[config.mk]
export PLATFORM = sky130hd
export DESIGN_NAME = ft64_irq_target
export DESIGN_NICKNAME = d
export VERILOG_FILES = /design/src/rtl/ft64_irq_target.sv
export SDC_FILE = /design/constraint.sdc
export NUM_CORES = 1
export LEC_CHECK = 0
export CAP_MARGIN = 20
export CORE_MARGIN = 1.5
export CORE_UTILIZATION = 45
export CTS_CLUSTER_SIZE = 40
export DETAILED_ROUTE_END_ITERATION = 16
export MAX_ROUTING_LAYER = met4
export PLACE_DENSITY = 0.7
export SLEW_MARGIN = 20
export SYNTH_ARGS = -nofsm -noshare
export SYNTH_HDL_FRONTEND = slang
export SYNTH_SLANG_ARGS = --single-unit
export TNS_END_PERCENT = 5
[constraint.sdc]
create_clock -name clk_i -period 3.12 [get_ports clk_i]
set_input_delay 0.624 -clock clk_i [delete_from_list [all_inputs] [get_ports clk_i]]
set_output_delay 0.624 -clock clk_i [all_outputs]
set_load 0.01 [all_outputs]
[src/rtl/ft64_irq_target.sv]
// Per-target interrupt stage: presents one request to the core and tracks nested in-service levels.
// Optional withdrawn-request counter enabled by defining FT64_IRQ_SPURIOUS_EN.
module ft64_irq_target #(
  parameter int NEST = 4,
  parameter int SRCW = 6
) (
  input  logic            clk_i,
  input  logic            rst_i,
  input  logic [3:0]      irq_lvl_i,
  input  logic [SRCW-1:0] src_i,
  input  logic [7:0]      cause_i,
  input  logic [3:0]      im_i,
  input  logic            take_i,
  input  logic            eoi_i,
  output logic [3:0]      irq_o,
  output logic [7:0]      cause_o,
  output logic            ack_o,
  output logic [SRCW-1:0] ack_num_o,
  output logic [3:0]      cur_lvl_o,
  output logic            err_o,
  output logic [15:0]     spur_cnt_o
);

  localparam int DW = $clog2(NEST + 1);
  localparam logic [DW-1:0] NEST_D = DW'(NEST);
  localparam logic [DW-1:0] ONE_D  = DW'(1);

  typedef enum logic {
    IDLE = 1'b0,
    PEND = 1'b1
  } state_t;

  state_t          state_r, state_s;
  logic [3:0]      lvl_r;
  logic [SRCW-1:0] src_r;
  logic [7:0]      cause_r;
  logic [3:0]      pend_lvl_r, pend_lvl_s;
  logic [SRCW-1:0] pend_src_r, pend_src_s;
  logic [7:0]      pend_cause_r, pend_cause_s;
  logic [3:0]      stk_r [NEST];
  logic [3:0]      stk_s [NEST];
  logic [DW-1:0]   depth_r, depth_s, depth_pop_s;
  logic [3:0]      top_s;
  logic            eligible_s;
  logic            push_s;
  logic            withdraw_s;
  logic            err_set_s;
  logic            err_eoi_s;

  // cur_lvl_o is the registered top of the current stack, so it doubles as cur_lvl
  assign eligible_s = (lvl_r != 4'd0) && (lvl_r > cur_lvl_o) && (lvl_r > im_i) && (depth_r < NEST_D);

  // Request FSM: next state, pending request capture and take/withdraw decisions
  always_comb begin
    state_s      = state_r;
    pend_lvl_s   = pend_lvl_r;
    pend_src_s   = pend_src_r;
    pend_cause_s = pend_cause_r;
    push_s       = 1'b0;
    withdraw_s   = 1'b0;
    err_set_s    = 1'b0;
    case (state_r)
      IDLE: begin
        err_set_s = take_i;
        if (eligible_s) begin
          state_s      = PEND;
          pend_lvl_s   = lvl_r;
          pend_src_s   = src_r;
          pend_cause_s = cause_r;
        end else begin
          state_s = IDLE;
        end
      end
      PEND: begin
        if (take_i) begin
          push_s  = 1'b1;
          state_s = IDLE;
        end else if ((lvl_r == 4'd0) || (lvl_r <= im_i)) begin
          withdraw_s = 1'b1;
          state_s    = IDLE;
        end else if (lvl_r > pend_lvl_r) begin
          pend_lvl_s   = lvl_r;
          pend_src_s   = src_r;
          pend_cause_s = cause_r;
        end else begin
          state_s = PEND;
        end
      end
      default: begin
        state_s = IDLE;
      end
    endcase
  end

  // In-service stack: pop on eoi first, then push the taken level on top
  always_comb begin
    depth_pop_s = depth_r;
    err_eoi_s   = 1'b0;
    top_s       = 4'd0;
    stk_s       = stk_r;
    if (eoi_i) begin
      if (depth_r != '0) begin
        depth_pop_s = depth_r - ONE_D;
      end else begin
        err_eoi_s = 1'b1;
      end
    end else begin
      depth_pop_s = depth_r;
    end
    if (push_s && (depth_pop_s < NEST_D)) begin
      depth_s = depth_pop_s + ONE_D;
    end else begin
      depth_s = depth_pop_s;
    end
    for (int i = 0; i < NEST; i++) begin
      if (push_s && (depth_pop_s == DW'(i))) begin
        stk_s[i] = pend_lvl_r;
      end else begin
        stk_s[i] = stk_r[i];
      end
    end
    for (int i = 0; i < NEST; i++) begin
      top_s = (depth_s == DW'(i + 1)) ? stk_s[i] : top_s;
    end
  end

  // State, input stage, stack and registered outputs
  always_ff @(posedge clk_i) begin
    if (!rst_i) begin
      state_r      <= IDLE;
      lvl_r        <= 4'd0;
      src_r        <= '0;
      cause_r      <= 8'd0;
      pend_lvl_r   <= 4'd0;
      pend_src_r   <= '0;
      pend_cause_r <= 8'd0;
      depth_r      <= '0;
      for (int i = 0; i < NEST; i++) begin
        stk_r[i] <= 4'd0;
      end
      irq_o        <= 4'd0;
      cause_o      <= 8'd0;
      ack_o        <= 1'b0;
      ack_num_o    <= '0;
      cur_lvl_o    <= 4'd0;
      err_o        <= 1'b0;
    end else begin
      state_r      <= state_s;
      lvl_r        <= irq_lvl_i;
      src_r        <= src_i;
      cause_r      <= cause_i;
      pend_lvl_r   <= pend_lvl_s;
      pend_src_r   <= pend_src_s;
      pend_cause_r <= pend_cause_s;
      depth_r      <= depth_s;
      stk_r        <= stk_s;
      irq_o        <= (state_s == PEND) ? pend_lvl_s : 4'd0;
      cause_o      <= (state_s == PEND) ? pend_cause_s : cause_o;
      ack_o        <= push_s;
      ack_num_o    <= push_s ? pend_src_r : ack_num_o;
      cur_lvl_o    <= top_s;
      err_o        <= err_o | err_set_s | err_eoi_s;
    end
  end

`ifdef FT64_IRQ_SPURIOUS_EN
  logic [15:0] spur_r;

  // Saturating count of requests withdrawn before the core took them
  always_ff @(posedge clk_i) begin
    if (!rst_i) begin
      spur_r <= 16'h0000;
    end else if (withdraw_s && (spur_r != 16'hFFFF)) begin
      spur_r <= spur_r + 16'd1;
    end else begin
      spur_r <= spur_r;
    end
  end

  assign spur_cnt_o = spur_r;
`else
  logic spur_unused_s;
  assign spur_unused_s = withdraw_s;
  assign spur_cnt_o    = 16'h0000;
`endif

endmodule
### Word level (Yosys, flattened, before mapping)

Cells that the tools add are included.

| storage, ports and cells | value |
|---|---|
| flip-flop bits (word level) | 80 |
| word-level logic and storage cells | 90 |

| cells by class | value |
|---|---|
| add/subtract/negate cells | 2 |
| order comparisons | 6 |
| equality and inequality tests | 11 |
| mux-type cells | 35 |
| bitwise gates (word level) | 3 |
| reductions and logical operators | 15 |

Operator list:

| kind | count |
|---|---|
| two-way mux 4 bit | 12 |
| two-way mux 8 bit | 4 |
| two-way mux 6 bit | 4 |
| one-hot mux 8 bit (2 select lines) | 1 |
| == test 3 x 2 -> 1 bit (second input constant) | 4 |
| > comparator 4 bit | 3 |
| one-hot mux 6 bit (2 select lines) | 1 |
| two-way mux 3 bit | 3 |
| logical AND 1 bit | 8 |
| two-way mux 1 bit | 8 |
| one-hot mux 4 bit (2 select lines) | 1 |
| == test 3 x 1 -> 1 bit (second input constant) | 2 |
| < comparator 3 bit (second input constant) | 2 |
| inequality test 2 bit (second input constant) | 3 |
| less-or-equal comparator 4 bit | 1 |
| zero test 4 bit | 1 |
| AND reduction 4 bit | 1 |
| nonzero test 4 bit | 1 |
| adder 3 x 1 -> 3 bit (second input constant) | 1 |
| == test 3 bit (second input constant) | 1 |
| zero test 3 bit | 1 |
| nonzero test 3 bit | 1 |
| subtractor 3 x 1 -> 3 bit (second input constant) | 1 |
| inequality test 2 x 1 -> 1 bit (second input constant) | 1 |
| other kinds (5) | 6 |

### Logic depth before layout (Yosys ltp)

| logic depth | value |
|---|---|
| depth after elaboration | 11 |
| depth in mapped cells | 13 |
| mapped depth without buffers | 13 |

### Least setup slack after synthesis

Ideal clock, no wire load.

| timing | value |
|---|---|
| path type | register to register |
| start point | reg depth_r[0] |
| end point | reg cur_lvl_o[0] |
| library setup time | 0.061 ns |
| data arrival time | 2.764 ns |
| data required time | 3.059 ns |
| path slack | 0.295 ns |
| stages on the path, launching flop included | 14 |
| cell sequence | dfxtp_1 > inv_1 > ha_1 > nor2b_1 > o21ai_0 > nand2_1 > ha_1 > ha_1 > nand3_1 > nor2_1 > a21oi_1 > a221o_2 > o2bb2ai_1 > a32o_1 |

| on the way | value |
|---|---|
| cells in the longest elaborated chain, start to end | 11 |
| elaborated cells on any way between the ends | 28 |

RTL lines:

| what | RTL line | RTL |
|---|---|---|
| from (decl) | 42 | `logic [DW-1:0] depth_r, depth_s, depth_pop_s;` |
| from (signal assigned) | 155 | `depth_r <= depth_s;` |
| subtractor 3 x 1 -> 3 bit / nonzero test 3 bit (equally long branches) | 103, 102 |  |
| two-way mux 3 bit | 102 | `if (depth_r != '0) begin` |
| two-way mux 3 bit * | 101 | `if (eoi_i) begin` |
| < comparator 3 bit | 110 | `if (push_s && (depth_pop_s < NEST_D)) begin` |
| logical AND 1 bit | 110 |  |
| two-way mux 3 bit | 110 |  |
| == test 3 x 1 -> 1 bit | 123 | `top_s = (depth_s == DW'(i + 1)) ? stk_s[i] : top_s;` |
| two-way mux 4 bit (3 in series) | 123 |  |
| two-way mux 4 bit * | 123 |  |
| to (signal assigned) | 161 | `cur_lvl_o <= top_s;` |
| to (decl) | 19 | `output logic [3:0] cur_lvl_o,` |

Mark *: on every way between the ends. The rest lies on a longest branch, timed or not.
A chain may end at the register's enable or synchronous reset.

### Final worst setup path

| timing | value |
|---|---|
| start point | in eoi_i |
| end point | reg cur_lvl_o[0] |

| on the way | value |
|---|---|
| cells in the longest elaborated chain, start to end | 9 |
| elaborated cells on any way between the ends | 25 |

RTL lines:

| what | RTL line | RTL |
|---|---|---|
| from (decl) | 14 | `input logic eoi_i,` |
| two-way mux 3 bit * | 101 |  |
| < comparator 3 bit | 110 |  |
| logical AND 1 bit | 110 |  |
| two-way mux 3 bit | 110 |  |
| == test 3 x 1 -> 1 bit | 123 |  |
| two-way mux 4 bit (3 in series) | 123 |  |
| two-way mux 4 bit * | 123 |  |

Marks and branches as above.

==> metrics <==
unrepaired setup endpoints after global routing=false; final net count=approximately 470; floorplan die area=approximately 8500 µm²; outcome=completed; die span in y=92.0 µm; net switching share of the total power=0.331; number of antenna cells inserted=0; family with the most delay on the worst path=compound AO/OA/AOI/OAI gates; worst setup margin=around 0.23 ns; Clk pwr share=0.253; die width=roughly 92 µm; register bit count reported by yosys=80; per-cell via count in the routed design=4.89; final routed wire length divided by cell count=13.2 µm; endpoint with the worst hold slack=ack_num_o[3]$_SDFFE_PN0P_; cell taking the most area after synthesis=sky130_fd_sc_hd__dfxtp_1; post-placement cell count=513; startpoint of the lowest-slack register-to-register path=depth_r[0]$_SDFF_PN0_; area occupied by multi-input gates=around 1700 µm²; site row count=32; Synth Area in Compound Gates=0.119; Power per Cell Area=644 nW/µm²; reg2reg setup slack=approximately 0.29 ns; insertion delay of the later-clocked pin in the worst-skew pair=~0.35 ns; clock tree from TritonCTS=built; Inserted Clock Buffers=9; CP Class=input pin to flip-flop; main area contributors after synthesis=sky130_fd_sc_hd__dfxtp_1 45%, sky130_fd_sc_hd__mux2i_1 8.4%, sky130_fd_sc_hd__ha_1 6.7%; placeable core region=7690 µm²; Layout Skew=roughly 0.012 ns; quantity of I/O buffers inserted on ports=between 40 and 50; startpoint of the tightest hold check path=ack_num_o[3]$_SDFFE_PN0P_; worst-case vdd ir drop=approximately 0.0003 V; endpoint of the worst register-to-register path=cur_lvl_o[0]$_SDFF_PN0_; global-route congestion overflow total=0; H-tree depth reported by CTS=3; worst slew slack as a fraction of its limit=0.405; Area Growth Syn to Fin=22.5%; ratio of final minimum period to clock period=0.927; Final Util=0.568; number of buffers and inverters on the critical path=2; Detailed Route Iter0 Violations=around 130; tightest hold margin=0.464 ns; final weighted congestion in routability-driven placement=roughly 0.87; sequential fraction of design power=0.405; final hold violation count=0; setup slack at placement=-0.144 ns; clock transition at the registers of the reported paths=0.08 ns; number of antenna violations at the first check in global routing=0; simple-gate share of the synthesized area=0.194; leading post-synthesis cells by instance count=80 x sky130_fd_sc_hd__dfxtp_1, 32 x sky130_fd_sc_hd__nor2b_1, 31 x sky130_fd_sc_hd__nand2_1, 30 x sky130_fd_sc_hd__mux2i_1, 22 x sky130_fd_sc_hd__and2_1; vias in the first global route=~2500; slowest stage delay, CP=~0.45 ns; share of cells above drive strength 1=0.131; Async S/R FF share, synth=0; Synth Area per Inst=roughly 10 µm²; TritonCTS sink count=80; maximum fanout encountered on the critical timing path=7; Routed WL=about 7000 µm; Filler Cell Count=around 680; total via count after detailed routing=around 2600; starting density of the core=0.464; number of logic stages on the critical path including buffering=12; post-synthesis sequential area ratio=0.449; # setup viols final=0; Fmax=346 MHz; most frequent cell after synthesis=sky130_fd_sc_hd__dfxtp_1; top cell type's share of synthesized area=0.449; crit start category=input pin; share of power burned in combinational logic=0.342; Finished Layout Cells=~530; internal cell power=roughly 1900 µW; buffers from clock root to sink, at most=2; Critical Path RT=roughly 3.4 ns; count of distinct cell types in the synthesized netlist=48; Maximum Capacitance Violations=0; synthesized-area fraction occupied by adder cells=0.0667; CP Capture Type=flip-flop; main combinational cell family by area after synthesis=simple AND/OR/NAND/NOR gates; R2R cell count=13; antenna viol nets, final=0; summed instance area of the synthesized netlist=~3600 µm²; wire length of the first global-routing pass=11800 µm; first-pass iteration count of the detailed router=4; most common flop cell mapped by yosys=sky130_fd_sc_hd__dfxtp_1; total DRC errors in the routed layout=0; worst path cell trace=clkdlybuf4s50_1, buf_4, a21oi_1, nor2_1, ha_1, ha_1, nand3_1, nor2_2, a21oi_1, a221o_2, o2bb2ai_1, a32o_1; ports placed on the boundary=66; total negative slack=0 ns; XOR/XNOR share of the synthesized area=0.00632; Sequential cell area=~1600 µm²; transition time at the pin with the least slew margin=around 0.89 ns; total global routing track utilization=0.182; Yosys warning count=0; crit path time final=2.89 ns; maximum number of pins on one net before global-route repair=33; clock root buffer master=sky130_fd_sc_hd__clkbuf_8; slowest stage cell, crit path=sky130_fd_sc_hd__a221o_2; cell count after synthesis=approximately 360; net switching component of the power=about 930 µW; EDFF count, synth=0; data arrival time of the critical path=about 3.2 ns; leakage dissipation=0.00179 µW; number of pins exceeding their max-slew limit in the final report=0; worst hold-check path type=flip-flop to flip-flop; Hold Path Stages=2; post-detail-place hpwl=between 5000 and 6000 µm; share of cell area taken by muxes after synthesis=0.0842; total setup buffers inserted after CTS=0
[power by group through the flow]
| stage | Sequential (µW) | Combinational (µW) | Clock (µW) |
|---|---|---|---|
| 3_3_place_gp | 1160 | 928 | 0 |
| 4_1_cts | 1140 | 955 | 726 |
| 5_1_grt | 1150 | 1070 | 769 |
| 2_1_floorplan | 1160 | 615 | 0 |
| 3_5_place_dp | 1160 | 948 | 0 |
| 6_report | 1140 | 962 | 711 |
[worst min-delay path, cell delays in order (launching register included)]
cell and delay [ns]:
sky130_fd_sc_hd__dfxtp_1 0.32, sky130_fd_sc_hd__nand2_1 0.05, sky130_fd_sc_hd__a21boi_0 0.06
[routing by layer]
| layer | GRT usage | part of all wire | wire length [µm] | up-vias |
|---|---|---|---|---|
| met2 | 0.295 | 0.48 | 3330 | 65 |
| met5 | - | 0 | 0 | - |
| met3 | 0.0489 | 0.043 | 300 | 6 |
| met1 | 0.222 | 0.47 | 3310 | 1205 |
| met4 | 0.0564 | 0.0076 | 53 | 0 |
| li1 | - | - | - | 1312 |
[per-stage QoR]
stage	power (µW)	area, µm²
6_report	2810	4370
5_1_grt	2990	4370
4_1_cts	2820	4360
3_5_place_dp	2110	4180
3_3_place_gp	2090	4180
2_1_floorplan	1770	3620
[layout make-up]
| cell class | count | share of cell area |
|---|---|---|
| multi-input combinational | 243 | 0.398 |
| sequential | 80 | 0.367 |
| timing repair buffer | 70 | 0.147 |
| tap | 102 | 0.0292 |
| clock buffer | 9 | 0.0284 |
| inverter | 18 | 0.0155 |
| clock inverter | 7 | 0.0143 |
[state kept, by name, indices dropped and copies added (netlist names)]
signal and count:
ack_num_o 6, irq_o 4, state_r 1, lvl_r 4, src_r 6, ack_o 1, cause_r 8, pend_lvl_r 4
pend_src_r 6, depth_r 3, cur_lvl_o 4, cause_o 8, pend_cause_r 8, stk_r 16, err_o 1
[how the worst max path moves through the flow]
stage,start,end
after global routing,depth_r[0]$_SDFF_PN0_,cur_lvl_o[0]$_SDFF_PN0_
after floorplan,depth_r[0]$_SDFF_PN0_,cur_lvl_o[0]$_SDFF_PN0_
final,eoi_i,cur_lvl_o[0]$_SDFF_PN0_
after global placement,eoi_i,cur_lvl_o[3]$_SDFF_PN0_
after CTS,depth_r[0]$_SDFF_PN0_,cur_lvl_o[0]$_SDFF_PN0_
after detailed placement,eoi_i,cur_lvl_o[3]$_SDFF_PN0_
[cell usage in the layout (no fill, tap or decap), types with 7 or more instances in the layout]
master,synthesis,layout
sky130_fd_sc_hd__buf_4,18,21
sky130_fd_sc_hd__nor2b_1,32,32
sky130_fd_sc_hd__a21boi_0,10,10
sky130_fd_sc_hd__nand3_1,7,7
sky130_fd_sc_hd__nand2_1,31,31
sky130_fd_sc_hd__a21oi_1,16,16
sky130_fd_sc_hd__o21ai_0,9,8
sky130_fd_sc_hd__inv_1,18,18
sky130_fd_sc_hd__mux2i_1,30,30
sky130_fd_sc_hd__clkdlybuf4s50_1,0,48
sky130_fd_sc_hd__conb_1,1,16
sky130_fd_sc_hd__clkbuf_8,0,9
sky130_fd_sc_hd__dfxtp_1,80,79
sky130_fd_sc_hd__ha_1,19,19
sky130_fd_sc_hd__and2_1,22,22
[cells by family (layout without fill, tap and decap cells)]
family                   count (synthesis)  in the layout
flip-flops                              80             80
buffers and inverters                   50            104
AO/OA/AOI/OAI                           59             59
XOR/XNOR                                 1              1
adder cells (fa/ha/maj)                 19             19
AND/OR/NAND/NOR                        118            118
other                                    1             16
multiplexers                            30             30
[repair_timing]
item                       in CTS  in global routing
resized for setup               0                  3
hold buffers                    0                  0
setup endpoints to repair       0                  4
No activity file was read; power rests on OpenSTA's default activity.
